File: src/rtl/lfsr_checker_16x4_if.sv
// rtl/lfsr_checker_16x4_if.sv - receive stream and status bundle for the 4-lane LFSR checker
interface lfsr_checker_16x4_if #(
    parameter int ERR_W = 32
);
    logic             rx_valid;
    logic [63:0]      rx_data;
    logic             clear_cnt;
    logic             locked;
    logic [3:0]       err_lane;
    logic [ERR_W-1:0] word_cnt;
    logic [ERR_W-1:0] bit_err_cnt;
    logic             err_sticky;

    modport master (
        output rx_valid, rx_data, clear_cnt,
        input  locked, err_lane, word_cnt, bit_err_cnt, err_sticky
    );

    modport slave (
        input  rx_valid, rx_data, clear_cnt,
        output locked, err_lane, word_cnt, bit_err_cnt, err_sticky
    );
endinterface

File: src/rtl/lfsr_checker_16x4.sv
// rtl/lfsr_checker_16x4.sv - self-synchronising checker for the 4-lane 16-bit XNOR LFSR stream
module lfsr_checker_16x4 #(
    parameter int LOCK_COUNT = 4,
    parameter int LOSS_COUNT = 4,
    parameter int ERR_W      = 32
) (
    input logic                clk,
    input logic                reset,
    lfsr_checker_16x4_if.slave bus
);
    localparam int MCW = $clog2(LOCK_COUNT + 1);
    localparam int LCW = $clog2(LOSS_COUNT + 1);
    localparam int SW  = ERR_W + 8;
    localparam logic [MCW-1:0] LOCK_LAST = MCW'(LOCK_COUNT - 1);
    localparam logic [LCW-1:0] LOSS_LAST = LCW'(LOSS_COUNT - 1);

    typedef enum logic {SEARCH, LOCKED} state_t;

    state_t           r_state;
    logic [63:0]      r_pred;
    logic             r_pred_ok;
    logic [MCW-1:0]   r_match_cnt;
    logic [LCW-1:0]   r_miss_cnt;
    logic             r_locked;
    logic [3:0]       r_err_lane;
    logic [ERR_W-1:0] r_word_cnt;
    logic [ERR_W-1:0] r_bit_err_cnt;
    logic             r_err_sticky;

    logic [63:0]      w_nxt_rx;
    logic [63:0]      w_nxt_pred;
    logic [63:0]      w_diff;
    logic [3:0]       w_lane_err;
    logic [3:0]       w_lane_ffff;
    logic [6:0]       w_pop;
    logic             w_any_err;
    logic             w_match;
    logic [ERR_W-1:0] w_word_base;
    logic [ERR_W-1:0] w_word_next;
    logic [ERR_W-1:0] w_bit_base;
    logic [SW-1:0]    w_bit_sum;
    logic [ERR_W-1:0] w_bit_next;
    logic             w_sticky_base;

    function automatic logic [15:0] f_nxt(input logic [15:0] s);
        return {s[14:0], ~(s[3] ^ s[12] ^ s[14] ^ s[15])};
    endfunction

    always_comb begin
        w_nxt_rx    = '0;
        w_nxt_pred  = '0;
        w_lane_err  = '0;
        w_lane_ffff = '0;
        w_pop       = '0;
        w_diff      = bus.rx_data ^ r_pred;
        for (int i = 0; i < 4; i++) begin
            w_nxt_rx[16*i +: 16]   = f_nxt(bus.rx_data[16*i +: 16]);
            w_nxt_pred[16*i +: 16] = f_nxt(r_pred[16*i +: 16]);
            w_lane_err[i]          = |w_diff[16*i +: 16];
            w_lane_ffff[i]         = &bus.rx_data[16*i +: 16];
        end
        for (int b = 0; b < 64; b++) begin
            w_pop = w_pop + 7'(w_diff[b]);
        end
        w_any_err = |w_lane_err;
        w_match   = r_pred_ok && !w_any_err && !(|w_lane_ffff);
    end

    // clear_cnt rebases the counters to zero so the same-cycle word still counts
    always_comb begin
        w_word_base   = bus.clear_cnt ? '0 : r_word_cnt;
        w_bit_base    = bus.clear_cnt ? '0 : r_bit_err_cnt;
        w_sticky_base = bus.clear_cnt ? 1'b0 : r_err_sticky;
        w_word_next   = (&w_word_base) ? w_word_base : w_word_base + 1'b1;
        w_bit_sum     = SW'(w_bit_base) + SW'(w_pop);
        w_bit_next    = (|w_bit_sum[SW-1:ERR_W]) ? '1 : w_bit_sum[ERR_W-1:0];
    end

    always_ff @(posedge clk or negedge reset) begin
        if (!reset) begin
            r_state       <= SEARCH;
            r_pred        <= '0;
            r_pred_ok     <= 1'b0;
            r_match_cnt   <= '0;
            r_miss_cnt    <= '0;
            r_locked      <= 1'b0;
            r_err_lane    <= '0;
            r_word_cnt    <= '0;
            r_bit_err_cnt <= '0;
            r_err_sticky  <= 1'b0;
        end else begin
            if (bus.clear_cnt) begin
                r_word_cnt    <= '0;
                r_bit_err_cnt <= '0;
                r_err_sticky  <= 1'b0;
            end
            if (bus.rx_valid) begin
                case (r_state)
                    SEARCH: begin
                        r_pred    <= w_nxt_rx;
                        r_pred_ok <= 1'b1;
                        if (!w_match) begin
                            r_match_cnt <= '0;
                        end else if (r_match_cnt == LOCK_LAST) begin
                            r_state     <= LOCKED;
                            r_locked    <= 1'b1;
                            r_match_cnt <= '0;
                            r_miss_cnt  <= '0;
                        end else begin
                            r_match_cnt <= r_match_cnt + 1'b1;
                        end
                    end
                    LOCKED: begin
                        // free-run so a corrupted word never becomes the new prediction
                        r_pred        <= w_nxt_pred;
                        r_err_lane    <= w_lane_err;
                        r_word_cnt    <= w_word_next;
                        r_bit_err_cnt <= w_bit_next;
                        r_err_sticky  <= w_sticky_base | w_any_err;
                        if (!w_any_err) begin
                            r_miss_cnt <= '0;
                        end else if (r_miss_cnt == LOSS_LAST) begin
                            r_state     <= SEARCH;
                            r_locked    <= 1'b0;
                            r_pred      <= w_nxt_rx;
                            r_pred_ok   <= 1'b1;
                            r_match_cnt <= '0;
                            r_miss_cnt  <= '0;
                            r_err_lane  <= '0;
                        end else begin
                            r_miss_cnt <= r_miss_cnt + 1'b1;
                        end
                    end
                    default: r_state <= SEARCH;
                endcase
            end
        end
    end

    assign bus.locked      = r_locked;
    assign bus.err_lane    = r_err_lane;
    assign bus.word_cnt    = r_word_cnt;
    assign bus.bit_err_cnt = r_bit_err_cnt;
    assign bus.err_sticky  = r_err_sticky;
endmodule

File: src/flat_wrapper.sv
// flat-port wrapper written by rule: the top's interface ports become plain ports
module lfsr_checker_16x4_flat 
#(
    parameter int LOCK_COUNT = 4,
    parameter int LOSS_COUNT = 4,
    parameter int ERR_W      = 32
)
  (clk, reset, bus_rx_valid, bus_rx_data, bus_clear_cnt, bus_locked, bus_err_lane, bus_word_cnt, bus_bit_err_cnt, bus_err_sticky);
  lfsr_checker_16x4_if #(.ERR_W(ERR_W)) bus_i ();
  input logic clk;
  input logic reset;
  input wire logic [$bits(bus_i.rx_valid)-1:0] bus_rx_valid;
  input wire logic [$bits(bus_i.rx_data)-1:0] bus_rx_data;
  input wire logic [$bits(bus_i.clear_cnt)-1:0] bus_clear_cnt;
  output wire logic [$bits(bus_i.locked)-1:0] bus_locked;
  output wire logic [$bits(bus_i.err_lane)-1:0] bus_err_lane;
  output wire logic [$bits(bus_i.word_cnt)-1:0] bus_word_cnt;
  output wire logic [$bits(bus_i.bit_err_cnt)-1:0] bus_bit_err_cnt;
  output wire logic [$bits(bus_i.err_sticky)-1:0] bus_err_sticky;
  assign bus_i.rx_valid = bus_rx_valid;
  assign bus_i.rx_data = bus_rx_data;
  assign bus_i.clear_cnt = bus_clear_cnt;
  assign bus_locked = bus_i.locked;
  assign bus_err_lane = bus_i.err_lane;
  assign bus_word_cnt = bus_i.word_cnt;
  assign bus_bit_err_cnt = bus_i.bit_err_cnt;
  assign bus_err_sticky = bus_i.err_sticky;
  lfsr_checker_16x4 #(.LOCK_COUNT(LOCK_COUNT), .LOSS_COUNT(LOSS_COUNT), .ERR_W(ERR_W)) u_core (.clk(clk), .reset(reset), .bus(bus_i));
endmodule
File: config.mk
export PLATFORM = sky130hd
export DESIGN_NAME = lfsr_checker_16x4_flat
export DESIGN_NICKNAME = d
export VERILOG_FILES = /design/src/rtl/lfsr_checker_16x4_if.sv /design/src/rtl/lfsr_checker_16x4.sv /design/src/flat_wrapper.sv
export SDC_FILE = /design/constraint.sdc
export NUM_CORES = 1
export LEC_CHECK = 0
export BUFFER_PORTS_ARGS = -buffer_cell sky130_fd_sc_hd__buf_4
export CORE_UTILIZATION = 31
export DETAILED_ROUTE_END_ITERATION = 16
export HOLD_SLACK_MARGIN = 0.05
export PLACE_DENSITY = 0.48
export SYNTH_ARGS = -nofsm -noshare
export SYNTH_HDL_FRONTEND = slang
export SYNTH_SLANG_ARGS = --single-unit
File: constraint.sdc
create_clock -name clk -period 11.36 [get_ports clk]
set_clock_uncertainty 0.1 [all_clocks]
set_input_delay 2.272 -clock clk [delete_from_list [all_inputs] [get_ports clk]]
set_output_delay 2.272 -clock clk [all_outputs]
set_load 0.05 [all_outputs]
==> flow_summary_export.csv <==
group,metric,value,unit
status,outcome,"finished, final reports clean",
placement,post-place-ws,0.888,ns
timing,relSlewSlack,29.9,%
layout,final_cell_area,13100,um2
die,die_area,36600,um2
worst_hold_path,hold_class,"reg -> reg",
clock_tree,cts-buffers-inserted,17,
worst_setup_path,max_stage_delay,0.55,ns
global_routing,first_global_vias,9236,
worst_setup_path,critPathRequiredTime,11.61,ns
yosys,seq_area_frac_synth,32.0,%
clock_tree,clk_pin_slew,0.06,ns
yosys,ys.flop_type,"dfrtp_1",
worst_setup_path,cp-start-kind,"primary input",
yosys,synth_cells,1142,
layout,fill_cells,3564,
drt,dr_total_vias,9092,
yosys,synth_seq_cells,142,
clock_tree,clockRootBuffer,"clkbuf_16",
yosys,synth_cell_types,59,
job,drv_cap,0,
clock_tree,ctsHtreeMaxLevel,4,
clock_tree,cts_resized,0,
placement,gp_congestion,0.789,
timing,worstMarginPinSlew,1.05,ns
layout,drive_gt1_share,20.0,%
die,die_w,191,um
global_routing,grt_overflow,0,
timing,grt_setup_unrepaired,"no",
worst_setup_path,critical_path.most_common_cell,"fa_1",
yosys,async_flop_share,100,%
drt,drt_iter0_drc,546,
clock_tree,tritoncts,"built",
yosys,synth_edf_count,0,
clock_tree,cts.sinks,142,
die,initial_utilization,31.8,%
die,die_h,191,um
layout,antenna_cells,0,
clock_tree,post_cts_buffers,0,
clock_tree,ctsHoldBuffers,0,
yosys,synth.area.top_cells,"dfrtp_1 (32%), fa_1 (9.9%), a221oi_2 (8.0%), xor2_1 (6.5%), xnor2_1 (5.1%)",
worst_setup_path,crit_path_max_fanout,14,
layout,final_cell_mix,"buf_4 (145), dfrtp_1 (141), nor2_1 (119)",
layout,final_common_cell,"buf_4",
drt,dr.pass1.iters,5,
global_routing,antenna_found_initial,0,
timing,finalCritPeriodShare,88.0,%
worst_setup_path,crit_type,"in -> reg",
layout,seq_area,3550,um2
worst_setup_path,cp-end-kind,"register",
worst_setup_path,crit_buf_inv,4,
die,fp-row-count,68,
layout,multiInputGateArea,6950,um2
global_routing,grt_max_degree,94,
timing,hold_viol,0,
timing,fmax,100,MHz
placement,dp_hpwl,22000,um
yosys,yosysWarningCount,0,
placement,placed_area,12500,um2
yosys,syn_nets,1292,
yosys,synth_top_area_share,32.0,%
yosys,synth_top_cell_by_area,"dfrtp_1",
timing,setup_viol,0,
timing,slew_violations,0,
worst_setup_path,crit_family,"adder cells",
global_routing,grt.total_usage,18.4,%
layout,finalNetCount,1386,
yosys,synth_area,11100,um2
yosys,avgSynthCellArea,9.72,um2
layout,syn_to_final_growth,17.6,%
die,core,34900,um2
drt,final_antenna_net_count,0,
drt,drt_drc_violations_left,0,
global_routing,grt_pass1_wl,52300,um
clock_tree,clock_latency,0.45,ns
clock_tree,clk_path_buf_depth,2,
drt,drt_wl_total,32300,um
timing,layout_min_cycle_time,10.0,ns
timing,finalWorstSetupSlack,1.36,ns
drt,wl_per_cell,19.0,um
placement,portBuffers,137,
worst_setup_path,cp_data_arrival_time,10.25,ns
worst_setup_path,crit_slowest_cell,"fa_1",
timing,setup_tns,0,ns
drt,vias_per_cell,5.34,
die,ios,138,
[final cells by class]
class	count	share of cell area, %
Timing Repair Buffer	146	8.43
Clock buffer	21	3.53
Inverter	73	2.10
Multi-Input combinational cell	856	53.3
Sequential cell	142	27.2
Clock inverter	10	1.06
Tap cell	455	4.36
[path summary, 6_finish.rpt]
kind                            slack, ns         startpoint                    endpoint  depth (start not counted)
worst max-delay path                 1.36     bus_rx_data[0]  u_core.bus.bit_err_cnt[17]                         26
worst min-delay path                 0.37   u_core.r_pred_ok            u_core.r_pred_ok                          1
worst max register to register       2.89  u_core.r_pred[30]  u_core.bus.bit_err_cnt[17]                         27
worst min register to register       0.37   u_core.r_pred_ok            u_core.r_pred_ok                          1
max in group asynchronous            7.99              reset     u_core.bus.word_cnt[21]                          2
min in group asynchronous            1.80              reset           u_core.r_pred[43]                          1
[cells in the mapped netlist (all sizes together), types with 2 or more instances]
| master | n |
|---|---|
| dfrtp | 142 |
| nor2 | 119 |
| xor2 | 82 |
| nor3 | 77 |
| inv | 73 |
| nand2b | 71 |
| a221oi | 64 |
| xnor2 | 64 |
| o221ai | 60 |
| clkbuf | 58 |
| fa | 55 |
| nand4 | 33 |
| nand2 | 32 |
| ha | 27 |
| nand3 | 23 |
| a21oi | 20 |
| nor2b | 20 |
| nor4 | 19 |
| o21ai | 18 |
| buf | 13 |
| a21o | 8 |
| and4 | 6 |
| and2 | 5 |
| and3 | 5 |
| o21bai | 5 |
| or3 | 5 |
| nor4b | 4 |
| a22o | 3 |
| nand4b | 3 |
| or2 | 3 |
| a21boi | 2 |
| and4b | 2 |
| nand3b | 2 |
| nor3b | 2 |
| o21a | 2 |
| o31ai | 2 |
| o41ai | 2 |
[metrics by stage]
stage	hold slack, ns	cells	util [%]
floorplan	0.339	1142	-
global placement	0.358	1672	35.7
detailed placement	0.363	1672	35.7
CTS	0.376	1703	37.4
global route	0.378	1703	37.4
finish	0.372	1703	37.4
[layer usage]
metal  track usage [%]  share of wire (%)  up-vias
met2              29.1                 46      214
met1              24.8                 46     4559
met3              4.19                5.7       36
li1                  -                  -     4283
met5                 0                  0        -
met4              5.89                2.0        0
[kinds of logic (layout without fill, tap and decap cells)]
kind of cell / after synthesis / count (layout) / synth area share, %
multiplexers: 1 / 1 / 0.0902
AO/OA/AOI/OAI: 192 / 192 / 17.1
adder cells (fa/ha/maj): 82 / 82 / 13.0
AND/OR/NAND/NOR: 435 / 435 / 20.9
XOR/XNOR: 146 / 146 / 11.5
buffers and inverters: 144 / 250 / 5.47
flip-flops: 142 / 142 / 32.0
[registers in the layout, summed over array words and instances, names as in the netlist]
register,count
u_core.bus.locked,1
u_core.r_match_cnt,3
u_core.r_pred_ok,1
u_core.bus.err_lane,4
u_core.r_state,1
u_core.r_pred,64
u_core.bus.err_sticky,1
u_core.bus.bit_err_cnt,32
u_core.bus.word_cnt,32
u_core.r_miss_cnt,3
Power is left out: the tool's default activity adds up to more than one toggle a clock period on the data nets, which glitch-free logic cannot reach.
